<file path="src/rtl/mmio_pkg.sv">
// Shared types and window layout for the MMIO bridge.
// No logic; constants and the FSM state type only.
// Used by mmio_decode and mmio_bridge.
package mmio_pkg;

    typedef enum logic [1:0] {
        ST_IDLE = 2'd0,
        ST_WAIT = 2'd1,
        ST_RESP = 2'd2
    } state_t;

    // Upper address byte selecting IO space in the default 16-bit map
    localparam logic [7:0] IO_PAGE_DEF = 8'hFF;

    // Field positions inside the 256-byte IO page
    localparam int IDX_MSB = 7;
    localparam int IDX_LSB = 4;
    localparam int OFF_MSB = 3;
    localparam int OFF_LSB = 2;

endpackage

</file>
<file path="src/rtl/mmio_bridge_if.sv">
// CPU request/response bus plus the shared device channel bundle.
// Pure wiring, no latency.
// Backpressure is carried by req_ready (CPU side) and dev_ack (device side).
interface mmio_bridge_if #(
    parameter int ADDR_W  = 16,
    parameter int DATA_W  = 32,
    parameter int NUM_DEV = 5
) ();

    logic                      req_valid;
    logic                      req_is_io;
    logic                      req_ready;
    logic                      req_we;
    logic [ADDR_W-1:0]         req_addr;
    logic [DATA_W-1:0]         req_wdata;

    logic                      resp_valid;
    logic [DATA_W-1:0]         resp_rdata;
    logic                      resp_err;
    logic                      busy;

    logic [NUM_DEV-1:0]        dev_req;
    logic                      dev_we;
    logic [1:0]                dev_addr;
    logic [DATA_W-1:0]         dev_wdata;
    logic [NUM_DEV-1:0]        dev_ack;
    logic [NUM_DEV*DATA_W-1:0] dev_rdata;

    // Bridge side
    modport slave (
        input  req_valid, req_we, req_addr, req_wdata, dev_ack, dev_rdata,
        output req_is_io, req_ready, resp_valid, resp_rdata, resp_err, busy,
               dev_req, dev_we, dev_addr, dev_wdata
    );

    // CPU plus devices side
    modport master (
        output req_valid, req_we, req_addr, req_wdata, dev_ack, dev_rdata,
        input  req_is_io, req_ready, resp_valid, resp_rdata, resp_err, busy,
               dev_req, dev_we, dev_addr, dev_wdata
    );

endinterface

</file>
<file path="src/rtl/mmio_decode.sv">
// Address decode: IO page match and device index / range check.
// Purely combinational, zero latency.
// No backpressure; outputs follow the address directly.
module mmio_decode
    import mmio_pkg::*;
#(
    parameter int                ADDR_W  = 16,
    parameter int                NUM_DEV = 5,
    parameter logic [ADDR_W-9:0] IO_PAGE = IO_PAGE_DEF
) (
    input  logic [ADDR_W-1:IDX_LSB] addr_hi,
    output logic                    is_io,
    output logic [3:0]              idx,
    output logic                    idx_valid
);

    assign is_io     = (addr_hi[ADDR_W-1:8] == IO_PAGE);
    assign idx       = addr_hi[IDX_MSB:IDX_LSB];
    assign idx_valid = (int'(idx) < NUM_DEV);

endmodule

</file>
<file path="src/rtl/mmio_bridge.sv">
// MMIO bridge: pipeline MEM-stage requests to NUM_DEV acked peripheral channels (macro MMIO_TIMEOUT_EN adds a WAIT timeout).
// Latency: accept edge N, dev_req in N+1, resp_valid earliest N+2; unmapped windows respond in N+1.
// Backpressure: req_ready only in IDLE, busy stalls the pipeline; devices stretch WAIT by withholding dev_ack.
module mmio_bridge
    import mmio_pkg::*;
#(
    parameter int                ADDR_W      = 16,
    parameter int                DATA_W      = 32,
    parameter int                NUM_DEV     = 5,
    parameter logic [ADDR_W-9:0] IO_PAGE     = IO_PAGE_DEF,
    parameter int                TIMEOUT_CYC = 15
) (
    input  logic         clk,
    input  logic         rst,
    mmio_bridge_if.slave bus
);

    if (NUM_DEV < 1 || NUM_DEV > 16 || TIMEOUT_CYC < 1) begin : g_param_check
        $error("mmio_bridge: NUM_DEV must be 1..16 and TIMEOUT_CYC at least 1");
    end

    state_t              state_q, state_d;
    logic                dec_is_io, dec_idx_valid;
    logic [3:0]          dec_idx;
    logic                we_q;
    logic [1:0]          off_q;
    logic [DATA_W-1:0]   wdata_q;
    logic [3:0]          idx_q;
    logic [DATA_W-1:0]   rdata_q;
    logic                err_q;
    logic [NUM_DEV-1:0]  req_oh;
    logic [DATA_W-1:0]   rd_sel;
    logic                ack_hit;
    logic                to_hit;
    logic                take, fin, fin_err;
    logic [DATA_W-1:0]   fin_rdata;
    logic                unused_addr_lsb;

    mmio_decode #(
        .ADDR_W  (ADDR_W),
        .NUM_DEV (NUM_DEV),
        .IO_PAGE (IO_PAGE)
    ) u_decode (
        .addr_hi   (bus.req_addr[ADDR_W-1:IDX_LSB]),
        .is_io     (dec_is_io),
        .idx       (dec_idx),
        .idx_valid (dec_idx_valid)
    );

    // Byte lane bits are meaningless for word-wide device registers
    assign unused_addr_lsb = ^bus.req_addr[OFF_LSB-1:0];

    // One-hot request to the latched device and mux of its read data
    always_comb begin
        req_oh = '0;
        rd_sel = '0;
        for (int i = 0; i < NUM_DEV; i++) begin
            req_oh[i] = (state_q == ST_WAIT) && (idx_q == 4'(i));
            if (idx_q == 4'(i)) begin
                rd_sel = bus.dev_rdata[i*DATA_W +: DATA_W];
            end
        end
    end

    // Only the ack of the channel currently requested can complete WAIT
    assign ack_hit = |(bus.dev_ack & req_oh);

`ifdef MMIO_TIMEOUT_EN
    localparam int TO_W = $clog2(TIMEOUT_CYC + 1);
    logic [TO_W-1:0] to_cnt_q;

    assign to_hit = (to_cnt_q == TO_W'(TIMEOUT_CYC - 1));

    // Cycles spent in WAIT; held at zero outside WAIT so every entry starts fresh
    always_ff @(posedge clk) begin
        if (rst || state_q != ST_WAIT) begin
            to_cnt_q <= '0;
        end else begin
            to_cnt_q <= to_cnt_q + 1'b1;
        end
    end
`else
    assign to_hit = 1'b0;
`endif

    // Next state plus the accept and response-capture strobes
    always_comb begin
        state_d   = state_q;
        take      = 1'b0;
        fin       = 1'b0;
        fin_err   = 1'b0;
        fin_rdata = '0;
        case (state_q)
            ST_IDLE: begin
                if (bus.req_valid && dec_is_io) begin
                    take = 1'b1;
                    if (dec_idx_valid) begin
                        state_d = ST_WAIT;
                    end else begin
                        state_d = ST_RESP;
                        fin     = 1'b1;
                        fin_err = 1'b1;
                    end
                end
            end
            ST_WAIT: begin
                // An ack arriving on the timeout cycle still completes normally
                if (ack_hit) begin
                    state_d   = ST_RESP;
                    fin       = 1'b1;
                    fin_rdata = we_q ? '0 : rd_sel;
                end else if (to_hit) begin
                    state_d = ST_RESP;
                    fin     = 1'b1;
                    fin_err = 1'b1;
                end
            end
            ST_RESP: state_d = ST_IDLE;
            default: state_d = ST_IDLE;
        endcase
    end

    // State register
    always_ff @(posedge clk) begin
        if (rst) begin
            state_q <= ST_IDLE;
        end else begin
            state_q <= state_d;
        end
    end

    // Request latch on accept and response capture on completion
    always_ff @(posedge clk) begin
        if (rst) begin
            we_q    <= 1'b0;
            off_q   <= '0;
            wdata_q <= '0;
            idx_q   <= '0;
            rdata_q <= '0;
            err_q   <= 1'b0;
        end else begin
            if (take) begin
                we_q    <= bus.req_we;
                off_q   <= bus.req_addr[OFF_MSB:OFF_LSB];
                wdata_q <= bus.req_wdata;
                idx_q   <= dec_idx;
            end
            if (fin) begin
                rdata_q <= fin_rdata;
                err_q   <= fin_err;
            end
        end
    end

    assign bus.req_is_io  = dec_is_io;
    assign bus.req_ready  = (state_q == ST_IDLE);
    assign bus.resp_valid = (state_q == ST_RESP);
    assign bus.resp_rdata = rdata_q;
    assign bus.resp_err   = err_q;
    assign bus.busy       = (state_q != ST_IDLE);
    assign bus.dev_req    = req_oh;
    assign bus.dev_we     = we_q;
    assign bus.dev_addr   = off_q;
    assign bus.dev_wdata  = wdata_q;

endmodule

</file>
<file path="src/flat_wrapper.sv">
// flat-port wrapper written by rule: the top's interface ports become plain ports
module mmio_bridge_flat import mmio_pkg::*;
#(
    parameter int                ADDR_W      = 16,
    parameter int                DATA_W      = 32,
    parameter int                NUM_DEV     = 5,
    parameter logic [ADDR_W-9:0] IO_PAGE     = IO_PAGE_DEF,
    parameter int                TIMEOUT_CYC = 15
)
  (clk, rst, bus_req_valid, bus_req_we, bus_req_addr, bus_req_wdata, bus_dev_ack, bus_dev_rdata, bus_req_is_io, bus_req_ready, bus_resp_valid, bus_resp_rdata, bus_resp_err, bus_busy, bus_dev_req, bus_dev_we, bus_dev_addr, bus_dev_wdata);
  mmio_bridge_if #(.ADDR_W(ADDR_W), .DATA_W(DATA_W), .NUM_DEV(NUM_DEV)) bus_i ();
  input  logic clk;
  input  logic rst;
  input wire logic [$bits(bus_i.req_valid)-1:0] bus_req_valid;
  input wire logic [$bits(bus_i.req_we)-1:0] bus_req_we;
  input wire logic [$bits(bus_i.req_addr)-1:0] bus_req_addr;
  input wire logic [$bits(bus_i.req_wdata)-1:0] bus_req_wdata;
  input wire logic [$bits(bus_i.dev_ack)-1:0] bus_dev_ack;
  input wire logic [$bits(bus_i.dev_rdata)-1:0] bus_dev_rdata;
  output wire logic [$bits(bus_i.req_is_io)-1:0] bus_req_is_io;
  output wire logic [$bits(bus_i.req_ready)-1:0] bus_req_ready;
  output wire logic [$bits(bus_i.resp_valid)-1:0] bus_resp_valid;
  output wire logic [$bits(bus_i.resp_rdata)-1:0] bus_resp_rdata;
  output wire logic [$bits(bus_i.resp_err)-1:0] bus_resp_err;
  output wire logic [$bits(bus_i.busy)-1:0] bus_busy;
  output wire logic [$bits(bus_i.dev_req)-1:0] bus_dev_req;
  output wire logic [$bits(bus_i.dev_we)-1:0] bus_dev_we;
  output wire logic [$bits(bus_i.dev_addr)-1:0] bus_dev_addr;
  output wire logic [$bits(bus_i.dev_wdata)-1:0] bus_dev_wdata;
  assign bus_i.req_valid = bus_req_valid;
  assign bus_i.req_we = bus_req_we;
  assign bus_i.req_addr = bus_req_addr;
  assign bus_i.req_wdata = bus_req_wdata;
  assign bus_i.dev_ack = bus_dev_ack;
  assign bus_i.dev_rdata = bus_dev_rdata;
  assign bus_req_is_io = bus_i.req_is_io;
  assign bus_req_ready = bus_i.req_ready;
  assign bus_resp_valid = bus_i.resp_valid;
  assign bus_resp_rdata = bus_i.resp_rdata;
  assign bus_resp_err = bus_i.resp_err;
  assign bus_busy = bus_i.busy;
  assign bus_dev_req = bus_i.dev_req;
  assign bus_dev_we = bus_i.dev_we;
  assign bus_dev_addr = bus_i.dev_addr;
  assign bus_dev_wdata = bus_i.dev_wdata;
  mmio_bridge #(.ADDR_W(ADDR_W), .DATA_W(DATA_W), .NUM_DEV(NUM_DEV), .IO_PAGE(IO_PAGE), .TIMEOUT_CYC(TIMEOUT_CYC)) u_core (.clk(clk), .rst(rst), .bus(bus_i));
endmodule
</file>
<file path="config.mk">
export PLATFORM = sky130hd
export DESIGN_NAME = mmio_bridge_flat
export DESIGN_NICKNAME = d
export VERILOG_FILES = /design/src/rtl/mmio_pkg.sv /design/src/rtl/mmio_bridge_if.sv /design/src/rtl/mmio_decode.sv /design/src/rtl/mmio_bridge.sv /design/src/flat_wrapper.sv
export SDC_FILE = /design/constraint.sdc
export NUM_CORES = 1
export LEC_CHECK = 0
export CORE_MARGIN = 2
export CORE_UTILIZATION = 30
export CTS_BUF_LIST = sky130_fd_sc_hd__clkbuf_8
export CTS_CLUSTER_DIAMETER = 200
export DETAILED_ROUTE_END_ITERATION = 12
export HOLD_SLACK_MARGIN = 0.05
export PLACE_DENSITY = 0.85
export SLEW_MARGIN = 10
export SYNTH_ARGS = -nofsm -noshare
export SYNTH_HDL_FRONTEND = slang
export SYNTH_SLANG_ARGS = --single-unit
</file>
<file path="constraint.sdc">
create_clock -name clk -period 2.2 [get_ports clk]
set_clock_uncertainty 0.1 [all_clocks]
set_input_delay 0.44 -clock clk [delete_from_list [all_inputs] [get_ports clk]]
set_output_delay 0.44 -clock clk [all_outputs]
set_load 0.005 [all_outputs]
</file>
== Yosys cells after proc, flatten, opt, wreduce, memory -nomap -nowiden ==
Cells that the tools add are included.

* Register bits after elaboration: 74
* Input port bits: 217
* Output and inout bits: 77
* Logic and storage cells: 48

* Order comparisons: 1
* Eq/ne operators: 9
* Muxes and demuxes: 19
* Bitwise gates (word level): 1
* Reduce and logical (&&, ||, !) cells: 11

{| class="wikitable"
|+ Operators with widths
! operator !! count
|-
| 32-bit two-way mux || 8
|-
| 4-bit by 2-bit == test with 1-bit output (second input constant) || 2
|-
| 8-bit == test (second input constant) || 1
|-
| 1-bit logical AND || 6
|-
| 1-bit two-way mux || 6
|-
| 2-bit two-way mux || 3
|-
| 5-bit bitwise AND || 1
|-
| 5-bit OR reduction || 1
|-
| 4-bit by 1-bit == test with 1-bit output (second input constant) || 1
|-
| 4-bit by 3-bit == test with 1-bit output (second input constant) || 1
|-
| 4-bit zero test || 1
|-
| 4-bit by 3-bit < comparator with 1-bit output (second input constant) || 1
|-
| 2-bit by 1-bit inequality test with 1-bit output (second input constant) || 2
|-
| 2-bit case mux with 2 select lines || 1
|-
| 2-bit by 1-bit == test with 1-bit output (second input constant) || 1
|-
| 2-bit == test (second input constant) || 1
|-
| 2-bit zero test || 1
|-
| 1-bit case mux with 2 select lines || 1
|-
| 2-bit AND reduction || 1
|-
| 2-bit nonzero test || 1
|}

== Depth between registers and ports, before layout ==
* Word-level depth: 9
* Gate-level depth with buffers: 7
* Depth with buffers taken out: 4

== Modules after synthesis ==
From an unflattened synthesis, not the netlist that was laid out.

* Cells, all modules: 550
* Area total of the unflattened synthesis: 4125.2 um^2

{| class="wikitable"
|+ By module, submodules not included
! module !! instances !! cells each !! area an instance (um^2) !! seq. area each (um^2)
|-
| mmio_bridge || 1 || 541 || 4067.7 || 1481.4
|-
| mmio_decode || 1 || 9 || 57.6 || 0.0
|}

== Least setup slack after synthesis ==
OpenSTA, ideal clock, no wires.

* Path kind: reg2out
* Start point: reg u_core.idx_q[0]
* End point: out bus_dev_req[3]
* Arrival: 1.468 ns
* Required time: 1.660 ns
* Setup slack: 0.192 ns
* Stages on the path, launching flop included: 7
* Buffers on the path: 3
* Path through: dfxtp_1 -> buf_2 -> and3_1 -> clkbuf_1 -> clkbuf_1 -> inv_2 -> nor2_1

* Longest elaborated chain between the ends: 2

{| class="wikitable"
|+ Ends and longest elaborated chain
! item !! RTL line !! RTL
|-
| start, declared || mmio_bridge.sv:28 || <nowiki>logic [3:0] idx_q;</nowiki>
|-
| start signal, assigned || mmio_bridge.sv:146 || <nowiki>idx_q <= dec_idx;</nowiki>
|-
| 4-bit by 2-bit == test with 1-bit output || mmio_bridge.sv:58 || <nowiki>req_oh[i] = (state_q == ST_WAIT) && (idx_q == 4'(i));</nowiki>
|-
| 1-bit logical AND || mmio_bridge.sv:58 ||
|-
| end, declared || flat_wrapper.sv:26 || <nowiki>output wire logic [$bits(bus_i.dev_req)-1:0] bus_dev_req;</nowiki>
|}

No other way between the ends.

== Final worst setup path ==
* Start point: in bus_dev_ack[0]
* End point: reg u_core.rdata_q[14], in the netlist u_core.bus.resp_rdata[14]

* Longest elaborated chain between the ends: 4
* Elaborated cells on any way between the ends: 6
* Those cells by class: mux (4); bitwise (1); reduce/logical (1)

{| class="wikitable"
|+ Ends and longest elaborated chain
! item !! RTL line !! RTL
|-
| start, declared || flat_wrapper.sv:18 || <nowiki>input wire logic [$bits(bus_i.dev_ack)-1:0] bus_dev_ack;</nowiki>
|-
| 5-bit bitwise AND (*) || mmio_bridge.sv:66 || <nowiki>assign ack_hit = |(bus.dev_ack & req_oh);</nowiki>
|-
| 5-bit OR reduction (*) || mmio_bridge.sv:66 ||
|-
| 1-bit two-way mux or 32-bit two-way mux (tied branches) || mmio_bridge.sv:108 || <nowiki>if (ack_hit) begin</nowiki>
|-
| 1-bit case mux with 2 select lines or 32-bit two-way mux (tied branches) || mmio_bridge.sv:93 || <nowiki>case (state_q)</nowiki>
|-
| end signal, assigned || mmio_bridge.sv:149 || <nowiki>rdata_q <= fin_rdata;</nowiki>
|-
| end, declared || mmio_bridge.sv:29 || <nowiki>logic [DATA_W-1:0] rdata_q;</nowiki>
|}

Every way passes the cells marked *; elsewhere a longest branch is shown, timed or not.
A chain may end at the register's enable or synchronous reset.

==> impl_metrics.csv <==
group,metric,value,unit
status,status,"finished clean",
finish,num_antenna_cells,0,
drt,drcViolationCount,0,
power,power_frac_seq,44.1,%
sta,worstMarginPinSlew,0.492,ns
critical_path,rr_worst_depth,7,
clocking,numCtsBuffers,9,
sta,drv_slew,0,
power,power_density,428,mW/mm^2
critical_path,crit_arrival,2.28,ns
floorplan,chipWidth,114,um
drt,dr.pass1.iters,5,
sta,period_share,95.9,%
clocking,cts_tree,"done",
power,internal-power,0.00237,W
logic_synthesis,synth-seq-cells,74,
critical_path,cpMaxStageDelayCell,"clkdlybuf4s50_1",
critical_path,r2r_end,"u_core.bus.resp_rdata[8]",
global_route,grt_max_degree,42,
clocking,clockBufferDepth,2,
critical_path,path_cells,"clkdlybuf4s50_1 -> mux2_1 -> a222oi_1 -> buf_4 -> o221a_2 -> buf_12 -> o2bb2ai_1",
sta,setup_ws,0.0899,ns
critical_path,worstPathMaxFanout,32,
critical_path,crit_required,2.37,ns
place,numPlacedInstances,809,
critical_path,timing.rr.start,"u_core.idx_q[1]",
floorplan,dieArea,0.0131,sq mm
global_route,grt_usage,22.7,%
critical_path,crit_path_start_kind,"primary input",
power,power_frac_comb,17.2,%
critical_path,cpPeakStageDelay,0.41,ns
power,power.switching,0.000663,W
clocking,htreeDepth,3,
logic_synthesis,ys_seq_area_share,40.5,%
min_path,hold_depth,2,
min_path,whs_endpoint,"u_core.bus.dev_wdata[30]",
finish,layout-drive-gt1-share,11.6,%
sta,setup-violations-final,0,
global_route,grt_overflow,0,
drt,wirelength,15600,um
floorplan,coreArea,0.0120,sq mm
logic_synthesis,ys_types,33,
place,place_hpwl,12000,um
critical_path,crit_family,"buffers and inverters",
floorplan,die_y,114,um
finish,fillers,1042,
sta,rsz0062_at_grt,"false",
clocking,clkTransAtPathRegs,0.09,ns
drt,vias,4346,
drt,wl_per_cell,18.8,um
logic_synthesis,syn_nets,603,
critical_path,critical_path_class,"in2reg",
sta,max_freq,474,MHz
power,p_sw_share,21.8,%
global_route,grt_pass1_wl,23200,um
min_path,hold_path.class,"reg2reg",
finish,fin_nets,895,
critical_path,path_buf_inv,3,
clocking,cts.sinks,74,
logic_synthesis,synthTopCellsByArea,"dfxtp_1 41%, o2bb2ai_1 11%, mux4_2 9.9%, nand2_1 8.1%, a21oi_1 5.5%",
global_route,antenna_found_initial,0,
logic_synthesis,synthCells,386,
logic_synthesis,avgSynthCellArea,9.47,sq um
floorplan,initial_utilization,30.6,%
drt,postRouteAntennaNets,0,
place,dp_worst_setup_slack,-0.214,ns
sta,relSlewSlack,67.2,%
place,routabilityCongestion,0.785,
clocking,root_buffer,"clkbuf_8",
place,numPortBuffers,291,
drt,routed_via_density,5.24,
logic_synthesis,yosys.area.top_type,"dfxtp_1",
floorplan,ioPinCount,294,
finish,final_common_cell,"clkdlybuf4s50_1",
power,p_leak,2.44,nW
logic_synthesis,synth_top_area_share,40.5,%
clocking,clk_latency,0.34,ns
power,p_clk_share,38.7,%
min_path,min_from,"u_core.bus.dev_wdata[30]",
finish,instances_no_fill,830,
finish,area_growth_syn_to_layout,94.2,%
sta,period_minus_slack,2.11,ns
drt,drtIter0Drc,281,
logic_synthesis,syn_area,0.00366,sq mm
finish,final_cell_mix,"285 x clkdlybuf4s50_1, 79 x nand2_1, 71 x dfxtp_1",
run,maxCapViolCount,0,
sta,hold_viol_final,0,
logic_synthesis,yosysWarningCount,0,
power,irDropWorstVdd,0.000442,V
critical_path,cp-end-kind,"flop",
global_route,grt_pass1_vias,4668,
floorplan,row_count,40,
critical_path,rrSetupSlack,0.10,ns
power by group through the flow:
| stage | combinational (W) | sequential (W) | clock, W |
|---|---|---|---|
| after floorplan | 0.0000939 | 0.00137 | 0 |
| after global placement | 0.000509 | 0.00137 | 0 |
| after detailed placement | 0.000520 | 0.00137 | 0 |
| after CTS | 0.000522 | 0.00134 | 0.00121 |
| after global routing | 0.000553 | 0.00134 | 0.00126 |
| final | 0.000522 | 0.00134 | 0.00118 |
worst max-delay path by stage:
stage	start	depth (start not counted)	slack, ns	to
2_1_floorplan	u_core.idx_q[0]	6	0.19	bus_dev_req[3]
3_3_place_gp	bus_dev_ack[0]	7	-0.19	u_core.bus.resp_rdata[26]
3_5_place_dp	bus_req_addr[12]	6	-0.21	u_core.bus.resp_rdata[9]
4_1_cts	u_core.idx_q[3]	3	0.04	bus_dev_req[2]
5_1_grt	u_core.idx_q[1]	5	0.01	bus_dev_req[3]
6_report	bus_dev_ack[0]	7	0.09	u_core.bus.resp_rdata[14]
cells in the mapped netlist, drive strengths merged:
cell type and instances:
nor3b 2, mux2i 16, a21oi 40, inv 6
nor2b 4, nor4 3, o2bb2ai 48, nand2 79
and3 1, nand3 1, nand4 2, nor2 3
clkbuf 23, buf 17, nand4b 1, mux4 16
nand2b 4, mux2 2, a222oi 17, a22oi 16
o221a 1, nor4b 1, dfxtp 74, o21ai 3
or2 2, a211oi 1, or4 2, nor3 1
cell families after synthesis:
family / Yosys count / share of synthesized area, %
buf+inv: 46 / 5.68
compound gates: 126 / 25.8
flops: 74 / 40.5
simple gates: 106 / 13.1
mux: 34 / 14.8
cell type report:
cell class / instances / area, sq um / share of cell area (%)
flip-flops and latches: 74 / 1490 / 20.9
well taps: 147 / 184 / 2.59
clock inverters: 7 / 93.8 / 1.32
clock buffers: 9 / 124 / 1.74
inverters: 6 / 22.5 / 0.317
multi-input cells: 266 / 2010 / 28.3
repair buffers: 321 / 3180 / 44.8
worst reg2reg max path, cell delays in order (launching register included):
cell and delay [ns]:
dfxtp_4 0.38, nor4b_4 0.30, buf_4 0.16, a222oi_1 0.11, buf_4 0.17, or4_4 0.47
clkbuf_16 0.21, o2bb2ai_1 0.14
timing repair:
action,in CTS,in global routing
gates resized for setup,12,6
pin swaps,2,1
hold buffers,0,0
setup endpoints to repair,6,29
gates cloned,0,1
setup buffers,2,2
layer usage:
layer  GRT usage [%]  wire [um]  vias to the layer above
met5               0          0                        -
met4            10.3        521                        0
met3            7.25       1360                       40
met2            42.2       8060                      195
met1            22.8       5680                     2064
li1                -          -                     2047
sequential cells by signal, indices dropped and copies added, names as in the netlist:
register               cells
u_core.bus.resp_rdata     32
u_core.bus.dev_we          1
u_core.idx_q               4
u_core.bus.resp_err        1
u_core.bus.dev_addr        2
u_core.bus.dev_wdata      32
u_core.state_q             2
stage by stage:
step | utilization (%) | TNS (ns) | area, sq um | total power, W | hold slack (ns)
after floorplan | - | 0 | 3660 | 0.00147 | 0.320
after global placement | 56.9 | -8.52 | 6810 | 0.00188 | 0.337
after detailed placement | 56.9 | -9.90 | 6810 | 0.00189 | 0.346
after CTS | 59.0 | 0 | 7060 | 0.00307 | 0.359
after global routing | 59.4 | 0 | 7100 | 0.00315 | 0.373
final | 59.4 | 0 | 7100 | 0.00304 | 0.357
Power figures use the tool's default switching activity.
